[src/rtl/mem_arb_pkg.sv]
// Shared types and constants for the unified memory-port arbiter.
package mem_arb_pkg;

  typedef enum logic [1:0] {
    IDLE    = 2'd0,
    IF_BUSY = 2'd1,
    DM_BUSY = 2'd2
  } arb_state_t;

  localparam logic       REQ_IF     = 1'b0;
  localparam logic       REQ_DM     = 1'b1;
  localparam logic [3:0] FETCH_MASK = 4'hF;
  localparam int         TO_W       = 8;

endpackage

[src/rtl/mem_arb_timeout.sv]
// BUSY-cycle watchdog for the memory-port arbiter; only present when MEM_ARB_TIMEOUT_EN is defined.
`ifdef MEM_ARB_TIMEOUT_EN
module mem_arb_timeout
  import mem_arb_pkg::*;
#(
  parameter logic [TO_W-1:0] LIMIT = '1
) (
  input  logic clk,
  input  logic rst,
  input  logic i_clear,
  input  logic i_busy,
  output logic o_expired
);

  logic [TO_W-1:0] r_count;

  // Saturates at LIMIT so a stuck bus never wraps the counter back to zero.
  always_ff @(posedge clk) begin
    if (rst) begin
      r_count <= '0;
    end else if (i_clear) begin
      r_count <= '0;
    end else if (i_busy && (r_count != LIMIT)) begin
      r_count <= r_count + 1'b1;
    end
  end

  assign o_expired = i_busy && (r_count == LIMIT);

endmodule
`endif

[src/rtl/mem_port_arbiter.sv]
// Round-robin arbiter sharing one memory port between fetch and load/store, one transaction in flight.
// Optional BUSY timeout with sticky error is built only when MEM_ARB_TIMEOUT_EN is defined.
module mem_port_arbiter
  import mem_arb_pkg::*;
#(
  parameter logic [TO_W-1:0] TIMEOUT_CYCLES = 8'd255
) (
  input  logic        clk,
  input  logic        rst,
  input  logic        if_request,
  input  logic [31:0] if_addr,
  output logic        if_data_valid,
  output logic [31:0] if_rdata,
  output logic        if_stall,
  input  logic        dm_request,
  input  logic        dm_we_re,
  input  logic [3:0]  dm_mask,
  input  logic [31:0] dm_addr,
  input  logic [31:0] dm_wdata,
  output logic        dm_data_valid,
  output logic [31:0] dm_rdata,
  output logic        dm_stall,
  output logic        mem_request,
  output logic        mem_we_re,
  output logic [3:0]  mem_mask,
  output logic [31:0] mem_addr,
  output logic [31:0] mem_wdata,
  input  logic        mem_data_valid,
  input  logic [31:0] mem_rdata,
  output logic        timeout_err
);

  arb_state_t  r_state, w_state_nxt;
  logic        r_last_grant;
  logic        r_mem_we_re;
  logic [3:0]  r_mem_mask;
  logic [31:0] r_mem_addr, r_mem_wdata;
  logic        w_busy, w_expired, w_done;
  logic        w_grant_if, w_grant_dm;
  logic        w_if_done, w_dm_done;
  logic [31:0] w_rdata;

  assign w_busy = (r_state != IDLE);

`ifdef MEM_ARB_TIMEOUT_EN
  logic r_timeout_err;

  mem_arb_timeout #(.LIMIT(TIMEOUT_CYCLES)) u_timeout (
    .clk       (clk),
    .rst       (rst),
    .i_clear   (w_grant_if | w_grant_dm),
    .i_busy    (w_busy),
    .o_expired (w_expired)
  );

  // A real completion in the expiry cycle takes precedence and is not an error.
  always_ff @(posedge clk) begin
    if (rst) begin
      r_timeout_err <= 1'b0;
    end else if (w_expired && !mem_data_valid) begin
      r_timeout_err <= 1'b1;
    end
  end

  assign timeout_err = r_timeout_err;
`else
  logic w_unused_timeout;
  assign w_unused_timeout = ^TIMEOUT_CYCLES;
  assign w_expired        = 1'b0;
  assign timeout_err      = 1'b0;
`endif

  assign w_done = w_busy && (mem_data_valid || w_expired);

  always_comb begin
    w_state_nxt = r_state;
    w_grant_if  = 1'b0;
    w_grant_dm  = 1'b0;
    case (r_state)
      IDLE: begin
        if (dm_request && (!if_request || (r_last_grant == REQ_IF))) begin
          w_grant_dm = 1'b1;
        end else if (if_request) begin
          w_grant_if = 1'b1;
        end
      end
      IF_BUSY: begin
        if (w_done) begin
          if (dm_request) w_grant_dm = 1'b1;
          else            w_state_nxt = IDLE;
        end
      end
      DM_BUSY: begin
        if (w_done) begin
          if (if_request) w_grant_if = 1'b1;
          else            w_state_nxt = IDLE;
        end
      end
      default: w_state_nxt = IDLE;
    endcase
    if (w_grant_if) w_state_nxt = IF_BUSY;
    if (w_grant_dm) w_state_nxt = DM_BUSY;
  end

  always_ff @(posedge clk) begin
    if (rst) begin
      r_state      <= IDLE;
      r_last_grant <= REQ_IF;
      r_mem_we_re  <= 1'b0;
      r_mem_mask   <= 4'h0;
      r_mem_addr   <= 32'h0;
      r_mem_wdata  <= 32'h0;
    end else begin
      r_state <= w_state_nxt;
      if (w_grant_if) begin
        r_last_grant <= REQ_IF;
        r_mem_we_re  <= 1'b0;
        r_mem_mask   <= FETCH_MASK;
        r_mem_addr   <= if_addr;
        r_mem_wdata  <= 32'h0;
      end else if (w_grant_dm) begin
        r_last_grant <= REQ_DM;
        r_mem_we_re  <= dm_we_re;
        r_mem_mask   <= dm_mask;
        r_mem_addr   <= dm_addr;
        r_mem_wdata  <= dm_wdata;
      end
    end
  end

  // Responses are suppressed while rst is high, so an in-flight reply is dropped.
  assign w_if_done = !rst && (r_state == IF_BUSY) && w_done;
  assign w_dm_done = !rst && (r_state == DM_BUSY) && w_done;
  assign w_rdata   = mem_data_valid ? mem_rdata : 32'h0;

  assign if_data_valid = w_if_done;
  assign if_rdata      = w_if_done ? w_rdata : 32'h0;
  assign dm_data_valid = w_dm_done;
  assign dm_rdata      = w_dm_done ? w_rdata : 32'h0;
  assign if_stall      = if_request & ~w_if_done;
  assign dm_stall      = dm_request & ~w_dm_done;

  assign mem_request = w_busy;
  assign mem_we_re   = r_mem_we_re;
  assign mem_mask    = r_mem_mask;
  assign mem_addr    = r_mem_addr;
  assign mem_wdata   = r_mem_wdata;

endmodule
[config.mk]
export PLATFORM = sky130hd
export DESIGN_NAME = mem_port_arbiter
export DESIGN_NICKNAME = d
export VERILOG_FILES = /design/src/rtl/mem_arb_pkg.sv /design/src/rtl/mem_arb_timeout.sv /design/src/rtl/mem_port_arbiter.sv
export SDC_FILE = /design/constraint.sdc
export NUM_CORES = 1
export LEC_CHECK = 0
export ABC_AREA = 0
export ABC_CLOCK_PERIOD_IN_PS = 3800
export BUFFER_PORTS_ARGS = -buffer_cell sky130_fd_sc_hd__buf_2
export CORE_AREA = 2 2 107 109
export CTS_CLUSTER_SIZE = 28
export DETAILED_ROUTE_END_ITERATION = 7
export DIE_AREA = 0 0 109 111
export GPL_TIMING_DRIVEN = 0
export PLACE_DENSITY = 0.73
export SLEW_MARGIN = 10
export SYNTH_ARGS = -nofsm -noshare
export SYNTH_HDL_FRONTEND = slang
export SYNTH_SLANG_ARGS = --single-unit
[constraint.sdc]
create_clock -name clk -period 3.8 [get_ports clk]
set_input_delay 0 -clock clk [delete_from_list [all_inputs] [get_ports clk]]
set_output_delay 0 -clock clk [all_outputs]
set_load 0.02 [all_outputs]
# After elaboration in Yosys (flattened, before gate mapping)
# Cells that the tools add are included.
# Widths: inputs -> output; s select.
[classes]
reduce_logical = 16
n_mux = 22
n_eq_ne = 12
n_bitwise = 5
[ops]
columns = ["operator", "count"]
rows = [
  ["$mux 32", 5],
  ["$ne 4x4->1 const B", 4],
  ["$ne 3x3->1 const B", 5],
  ["$mux 2", 6],
  ["$reduce_and 5->1", 2],
  ["$mux 4", 2],
  ["$logic_and 1x1->1", 6],
  ["$mux 1", 6],
  ["$pmux 2 s3", 1],
  ["$pmux 1 s2", 2],
  ["$reduce_bool 2->1", 2],
  ["$reduce_or 2->1", 2],
  ["$not 1->1", 3],
  ["$and 1x1->1", 2],
  ["$eq 2x1->1 const B", 1],
  ["$eq 2x2->1 const B", 1],
  ["$logic_not 1->1", 2],
  ["$logic_not 2->1", 1],
  ["$ne 2x2->1 const B", 1],
  ["$logic_or 1x1->1", 1],
]
[totals]
elab_cells = 62
register_bits = 72

# Logic depth before layout (Yosys ltp)
# Gate-level depths: netlist (run 1).
[logic_depth]
depth_word = 7
depth_mapped = 7
ltp_nobuf = 3

# Worst setup path after synthesis (run 1)
# OpenSTA, ideal clock, no wires.
[synth_timing]
kind = "reg-to-reg"
startpoint = "register r_state[0]"
endpoint = "register r_mem_mask[0], in the netlist mem_mask[0]"
setup_ns = 0.074
t_arrival_ns = 1.393
path_stages_with_launch = 8
slack_ns = 2.332
synth_period_minus_slack_ns = 1.468
cell_sequence = "dfxtp_1 buf_6 nand2b_4 buf_6 or3_1 buf_6 buf_6 a31oi_1"
[synth_between]
elab_chain_len = 5
word_cells_on_any_way = 11
cone_classes = "eq/ne: 2; mux: 5; reduce/logical: 4"
[synth_lines]
columns = ["item", "line_no", "source"]
rows = [
  ["start, declared", "mem_port_arbiter.sv:33", "arb_state_t r_state, w_state_nxt;"],
  ["start signal, assigned", "mem_port_arbiter.sv:114", "r_state <= w_state_nxt;"],
  ["$reduce_bool 2->1", "mem_port_arbiter.sv:43", "assign w_busy = (r_state != IDLE);"],
  ["$logic_and 1x1->1", "mem_port_arbiter.sv:73", "assign w_done = w_busy && (mem_data_valid || w_expired);"],
  ["$mux 1 (on tied branches)", "mem_port_arbiter.sv:94, mem_port_arbiter.sv:88", ""],
  ["$pmux 1 s2", "mem_port_arbiter.sv:79", "case (r_state)"],
  ["$mux 4 or $reduce_bool 2->1 (tied branches)", "-", ""],
  ["end signal, assigned", "mem_port_arbiter.sv:124", "r_mem_mask <= dm_mask;"],
  ["end, declared", "mem_port_arbiter.sv:36", "logic [3:0] r_mem_mask;"],
]
# Parallel ways exist; a longest one is shown, timed or not.
# A chain may end at the register's enable or synchronous reset.

# Final worst setup path (run 1)
[layout_timing]
startpoint = "register r_state[1]"
endpoint = "register r_mem_addr[7], in the netlist mem_addr[7]"
[layout_between]
elab_chain_len = 5
word_cells_on_any_way = 11
cone_classes = "eq/ne: 2; mux: 5; reduce/logical: 4"
[layout_lines]
columns = ["item", "line_no", "source"]
rows = [
  ["$reduce_bool 2->1", "mem_port_arbiter.sv:43", ""],
  ["$logic_and 1x1->1", "mem_port_arbiter.sv:73", ""],
  ["$mux 1 (on tied branches)", "mem_port_arbiter.sv:94, mem_port_arbiter.sv:88", ""],
  ["$pmux 1 s2", "mem_port_arbiter.sv:79", ""],
  ["$mux 32 or $reduce_bool 2->1 (tied branches)", "-", ""],
  ["end signal, assigned", "mem_port_arbiter.sv:119", "r_mem_addr <= if_addr;"],
  ["end signal, assigned", "mem_port_arbiter.sv:125", "r_mem_addr <= dm_addr;"],
  ["end, declared", "mem_port_arbiter.sv:37", "logic [31:0] r_mem_addr, r_mem_wdata;"],
]
# Parallel ways exist; a longest one is shown, timed or not.

==> results of run 1 <==
[layer usage]
layer  wire, um  global-route usage  vias to the layer above
li1           -                   -                     2645
met1       6891              0.3307                     2623
met2       9043              0.5135                      365
met4        763              0.1470                        0
met5          0                   0                        -
met3       1443             0.05938                       71
[cell usage after synthesis, drive strengths merged, types with 2 or more instances]
master | n | area [sq um]
clkbuf | 62 | 232.7
o41ai | 32 | 280.3
nor2b | 5 | 31.28
and4bb | 2 | 25.02
and2 | 64 | 400.4
nand4 | 69 | 431.7
nand3b | 2 | 15.01
a21oi | 34 | 170.2
nand2b | 4 | 32.53
nor3b | 2 | 20.02
buf | 16 | 123.9
dfxtp | 72 | 1441
o31ai | 70 | 530.5
a31oi | 36 | 225.2
[cells by family (layout without fill, tap and decap cells)]
kind of cell	after synthesis	in the layout	synth area share
AO/OA/AOI/OAI	174	174	0.3043
buffers and inverters	79	463	0.08980
flip-flops	72	72	0.3592
other	1	1	0.0009346
AND/OR/NAND/NOR	153	153	0.2457
[report_power, final]
group,switching (mW),internal [mW]
sequential,0.0406,0.826
clock,0.375,0.455
combinational,0.421,0.311
total,0.836,1.59
[area by class of cell]
cell class	count	area, sq um	share of cell area
inverter	1	3.754	0.0005528
tap	143	178.9	0.02635
clock buffer	9	225.2	0.03317
buffer	78	356.6	0.05252
timing repair buffer	368	2312	0.3405
clock inverter	7	61.31	0.009029
multi-input combinational	328	2211	0.3256
sequential	72	1441	0.2123
[sequential cells by signal (all words and copies together) (netlist names)]
signal        flops
mem_we_re         1
r_last_grant      1
mem_addr         32
mem_mask          4
r_state           2
mem_wdata        32
[critical path: stages (launching register included)]
cell	delay [ps]
dfxtp_1	310
buf_6	130
nor2b_1	100
buf_1	440
clkbuf_1	440
nand4_1	170
a31oi_1	220
dlygate4sd3_1	570
[path summary, 6_finish.rpt]
kind                                       to  cells after the start  slack [ps]
worst max register to register    mem_addr[7]                      7        1380
worst min-delay path             mem_addr[11]                      3          10
worst max-delay path              mem_addr[7]                      7        1380
worst min register to register  mem_wdata[19]                      2         470
[through the flow]
| step | power [mW] | std cells | hold slack (ps) | setup slack, ps | area (sq um) |
|---|---|---|---|---|---|
| floorplan | 1.250 | 479 | 150.2 | 2332 | 4013 |
| global placement | 1.483 | 896 | 257.5 | 1987 | 5563 |
| detailed placement | 1.496 | 896 | 263.6 | 1938 | 5563 |
| CTS | 2.417 | 1006 | 2.408 | 1400 | 6790 |
| global route | 2.521 | 1006 | 26.20 | 1232 | 6790 |
| finish | 2.429 | 1006 | 10.91 | 1375 | 6790 |
==> impl_results.md, run 1 <==
- Status: finished, final reports clean
- Area growth syn-to-layout: 69.22%
- Max VDD drop: 0.2551 mV
- Maxcap violations: 0
- Post-CTS setup buffer count: 0
- Synth Area per Inst: 8.377 sq um
- IO buf count: 274
- LEAKAGE: 3.243 nW
- Pwr dens: 357.7 nW/um^2
- Clock Tree Buf Depth: 2
- Total Neg Setup Slack: 0 ps
- Critical path origin: r_state[1]
- FP Rows: 39
- Final Max Slew Viols: 0
- EDFF count, synth: 0
- Worst-path clk slew: 60 ps
- Skew final: 10.11 ps
- Largest net degree at the start of global routing: 16
- Via/cell ratio: 5.670
- FF+latch count, synth: 72
- Initial antenna violation count: 0
- Avg WL per Cell: 18.03 um
- Final setup viols: 0
- Ratio of final minimum period to clock period: 0.6381
- Syn nets: 617
- Setup CP Type: flip-flop to flip-flop
- Routability cong.: 0.8829
- Ports: 277
- Worst Hold Class: input port to flip-flop
- Utilization after layout: 0.6130
- Unique masters post-synth: 29
- CP arrival: 2700 ps
- Fillcell total: 964
- Antenna-violating nets left: 0
- Register area share after synthesis: 0.3592
- Most frequent cells in the layout: 280 x buf_2, 94 x dlygate4sd3_1, 72 x dfxtp_1
- Reg-to-Reg Start: r_state[1]
- Gr ovfl total: 0
- Final Hold Fails: 0
- Tmin final: 2425 ps
- ANT cells: 0
- RSZ-0062 raised after global routing: false
- Vias: 5704
- Mapped cell area: 4013 sq um
- Least-Margin Pin Slew: 594.8 ps
- FFs w/ async S/R, synth: 0
- Required time worst endpoint: 4080 ps
- Most common cell after layout, fill and taps aside: buf_2
- Initial Util: 0.3623
- Critical Path Fanout Max: 10
- DIE HEIGHT: 111 um
- CTS Hold Bufs: 94
- First-pass GRT wire length: 28120 um
- Die area: 12100 sq um
- Clock Latency Late Sink: 340 ps
- DP HPWL: 12390 um
- Root Buffer: clkbuf_16
- DRC viols: 0
- H-tree Lvls: 3
- Endpoint class of the critical path: flip-flop
- Die width: 109 um
- Final WL: 18140 um
- Prevailing post-synth register cell: dfxtp_1
- Initial drt markers: 541
- Cells after synthesis: 479
- CP startpoint kind: flip-flop
- TritonCTS clock tree: done
- Nets: 996
- Worst slew margin: 0.5983
- Vias in the first global route: 5680
- Maximum clock rate: 412.4 MHz
- Clk sink count: 72
- CTS buffer count: 9
- Overall Global Routing Usage: 0.2933
- Synth warnings: 0
- CTS resizes: 0
- 1st-pass router iterations: 6
- Total core area: 11080 sq um
- Hold Startpoint: if_addr[11]
- Share of layout cells above drive strength 1: 0.3592
Power figures use the tool's default switching activity.
==> run 2: changes to the inputs <==
--- a/config.mk
+++ b/config.mk
@@ -6,7 +6,7 @@
 export NUM_CORES = 1
 export LEC_CHECK = 0
 export ABC_AREA = 0
-export ABC_CLOCK_PERIOD_IN_PS = 3800
+export ABC_CLOCK_PERIOD_IN_PS = 2450
 export BUFFER_PORTS_ARGS = -buffer_cell sky130_fd_sc_hd__buf_2
 export CORE_AREA = 2 2 107 109
 export CTS_CLUSTER_SIZE = 28
==> constraint.sdc (replaced) <==
create_clock -name clk -period 2.45 [get_ports clk]
set_input_delay 0 -clock clk [delete_from_list [all_inputs] [get_ports clk]]
set_output_delay 0 -clock clk [all_outputs]
set_load 0.02 [all_outputs]
==> run 2 against run 1 <==
- design area hardly changed
- flip-flop and latch count did not move
- die area is the same
- first-iteration DRC count is 8.1% lower
- critical path depth unchanged
- worst hold slack about the same
- routed wire length down 0.17%
- count of clock-buffer cells in the layout unchanged
- critical endpoint is now mem_addr[29]
==> impl_results.md, run 2 (synthesized netlist as in run 1, its figures left out) <==
- Avg WL per Cell: 18.02 um (about the same)
- Clock Tree Buf Depth: 2 (unchanged)
- FP Rows: 39 (unchanged)
- Met1 Track Usage GR: 0.3307 (unchanged)
- CP Buf/Inv Count: 4 (unchanged)
- Via/cell ratio: 5.608 (-1.1%)
- Placed cell count: 896 (unchanged)
- Most common cell after layout, fill and taps aside: buf_2
- Vias in the first global route: 5680 (unchanged)
- Skew final: 8.995 ps (-1.112 ps)
- Worst slew margin: 0.5944 (-0.003941)
- Required time worst endpoint: 2720 ps (-1360 ps)
- Root Buffer: clkbuf_16
- Ratio of final minimum period to clock period: 0.9585 (+0.3204)
- Reg2reg setup slack: 100 ps (-1270 ps)
- Final Max Slew Viols: 0 (unchanged)
- CTS buffer count: 9 (unchanged)
- Final Hold Fails: 0 (unchanged)
- Total core area: 11080 sq um (unchanged)
- GRT met3 Usage: 0.05938 (unchanged)
- Die width: 109 um (unchanged)
- Clk sink count: 72 (unchanged)
- H-tree Lvls: 3 (unchanged)
- IO buf count: 274 (unchanged)
- Endpoint class of the critical path: flip-flop
- Area growth syn-to-layout: 69.38% (about the same)
- Final hold slack: 10.89 ps (-0.01670 ps)
- Most frequent cells in the layout: 280 x buf_2, 94 x dlygate4sd3_1, 72 x dfxtp_1
- Clock Latency Late Sink: 340 ps (about the same)
- CP arrival: 2620 ps (-80 ps)
- Cell family with most CP delay: buffers and inverters
- LEAKAGE: 3.267 nW (+0.73%)
- Least-Margin Pin Slew: 600.6 ps (+5.835 ps)
- End of the critical path: mem_addr[29]
- Reg-to-Reg Start: r_state[1]
- Most used cell along the critical path: clkbuf_1
- Total Neg Setup Slack: 0 ps (unchanged)
- Maximum clock rate: 425.8 MHz (+3.2%)
- Fillcell total: 964 (unchanged)
- Crit-path cells: buf_6 -> nand2b_1 -> clkbuf_1 -> clkbuf_1 -> o31ai_1 -> a31oi_1 -> dlygate4sd3_1
- Critical path origin: r_state[1]
- Overall Global Routing Usage: 0.2933 (unchanged)
- Setup CP Type: flip-flop to flip-flop
- First-pass GRT wire length: 28120 um (unchanged)
- Tmin final: 2348 ps (-76.30 ps)
- Gr ovfl total: 0 (unchanged)
- Max incr delay on CP: 570 ps (about the same)
- DIE HEIGHT: 111 um (unchanged)
- Final Non-Filler Cells: 1005 (-0.099%)
- ANT cells: 0 (unchanged)
- Nets: 995 (-0.10%)
- DP HPWL: 12390 um (unchanged)
- DRC viols: 0 (unchanged)
- Maxcap violations: 0 (unchanged)
- Antenna-violating nets left: 0 (unchanged)
- DP Worst Slack: 588.0 ps (-1350 ps)
- TritonCTS clock tree: done
- Worst-path clk slew: 60 ps (about the same)
- Fin worst setup slack: 101.7 ps (-1274 ps)
- Largest net degree at the start of global routing: 16 (unchanged)
- Met2 Track Usage GR: 0.5135 (unchanged)
- Initial antenna violation count: 0 (unchanged)
- FF-to-FF End: mem_addr[29]
- Pwr dens: 553.8 nW/um^2 (+55%)
- Critical Path Fanout Max: 10 (unchanged)
- Post-CTS setup buffer count: 0 (unchanged)
- Final WL: 18110 um (-0.17%)
- Worst Hold Class: input port to flip-flop
- Design Power: 3.764 mW (+55%)
- Share of layout cells above drive strength 1: 0.3689 (+0.009697)
- Initial drt markers: 497 (-8.1%)
- Worst reg-to-reg path cell count: 7 (unchanged)
- CP startpoint kind: flip-flop
- Final Cell Area: 6797 sq um (about the same)
- 1st-pass router iterations: 5 (-1)
- Initial Util: 0.3623 (unchanged)
- Levels on crit path: 7 (unchanged)
- Max VDD drop: 0.3954 mV (+55%)
- Ports: 277 (unchanged)
- Area post-placement: 5563 sq um (unchanged)
- Routability cong.: 0.8829 (unchanged)
- Final setup viols: 0 (unchanged)
- Die area: 12100 sq um (unchanged)
- Busiest layer in global routing: met2
- CP max stage cell: dlygate4sd3_1
- Status: finished, final reports clean
- Utilization after layout: 0.6136 (about the same)
- Vias: 5636 (-1.2%)
[run 2: cell count changes in the layout (fill, tap and decap cells not counted)]
cell      delta
clkbuf_2     +8
clkbuf_1     -9
[run 2: how the worst min path moves through the flow]
stage / cells past startpoint / start / endpoint / slack (ps)
CTS: 3 / if_addr[12] / mem_addr[12] / 2
global route: 3 / if_addr[12] / mem_addr[12] / 30
finish: 3 / if_addr[11] / mem_addr[11] / 10
detailed placement: 3 / dm_wdata[24] / mem_wdata[24] / 260
floorplan: 2 / dm_wdata[0] / mem_wdata[0] / 150
global placement: 3 / dm_wdata[24] / mem_wdata[24] / 260
[run 2: layout make-up]
| type | instances | area (sq um) | share of cell area |
|---|---|---|---|
| buffer | 77 | 362.8 | 0.05339 |
| multi-input combinational | 328 | 2211 | 0.3253 |
| sequential | 72 | 1441 | 0.2121 |
| clock inverter | 7 | 61.31 | 0.009021 |
| inverter | 1 | 3.754 | 0.0005523 |
| timing repair buffer | 368 | 2312 | 0.3402 |
| tap | 143 | 178.9 | 0.02633 |
| clock buffer | 9 | 225.2 | 0.03314 |
[run 2: timing repair]
item                                   CTS  global route
hold buffers                            94             0
setup endpoints to repair                0            24
endpoints found under the hold margin   69             0
gates resized for setup                  0            16
[run 2: metal layers]
metal | up-vias | wire length [um]
met2 | 347 | 8995
met5 | - | 0
li1 | 2640 | -
met1 | 2581 | 6927
met3 | 68 | 1441
met4 | 0 | 747
[run 2: where the power goes]
part | internal (mW) | switching, mW
Sequential | 1.28 | 0.0627
Clock | 0.706 | 0.578
Combinational | 0.484 | 0.651
Total | 2.47 | 1.29
[run 2: worst min-delay path: cells and delay by family]
| kind | cells | cell delay [ps] |
|---|---|---|
| buffers and inverters | 1 | 70 |
| AOI/OAI and AO/OA | 2 | 220 |
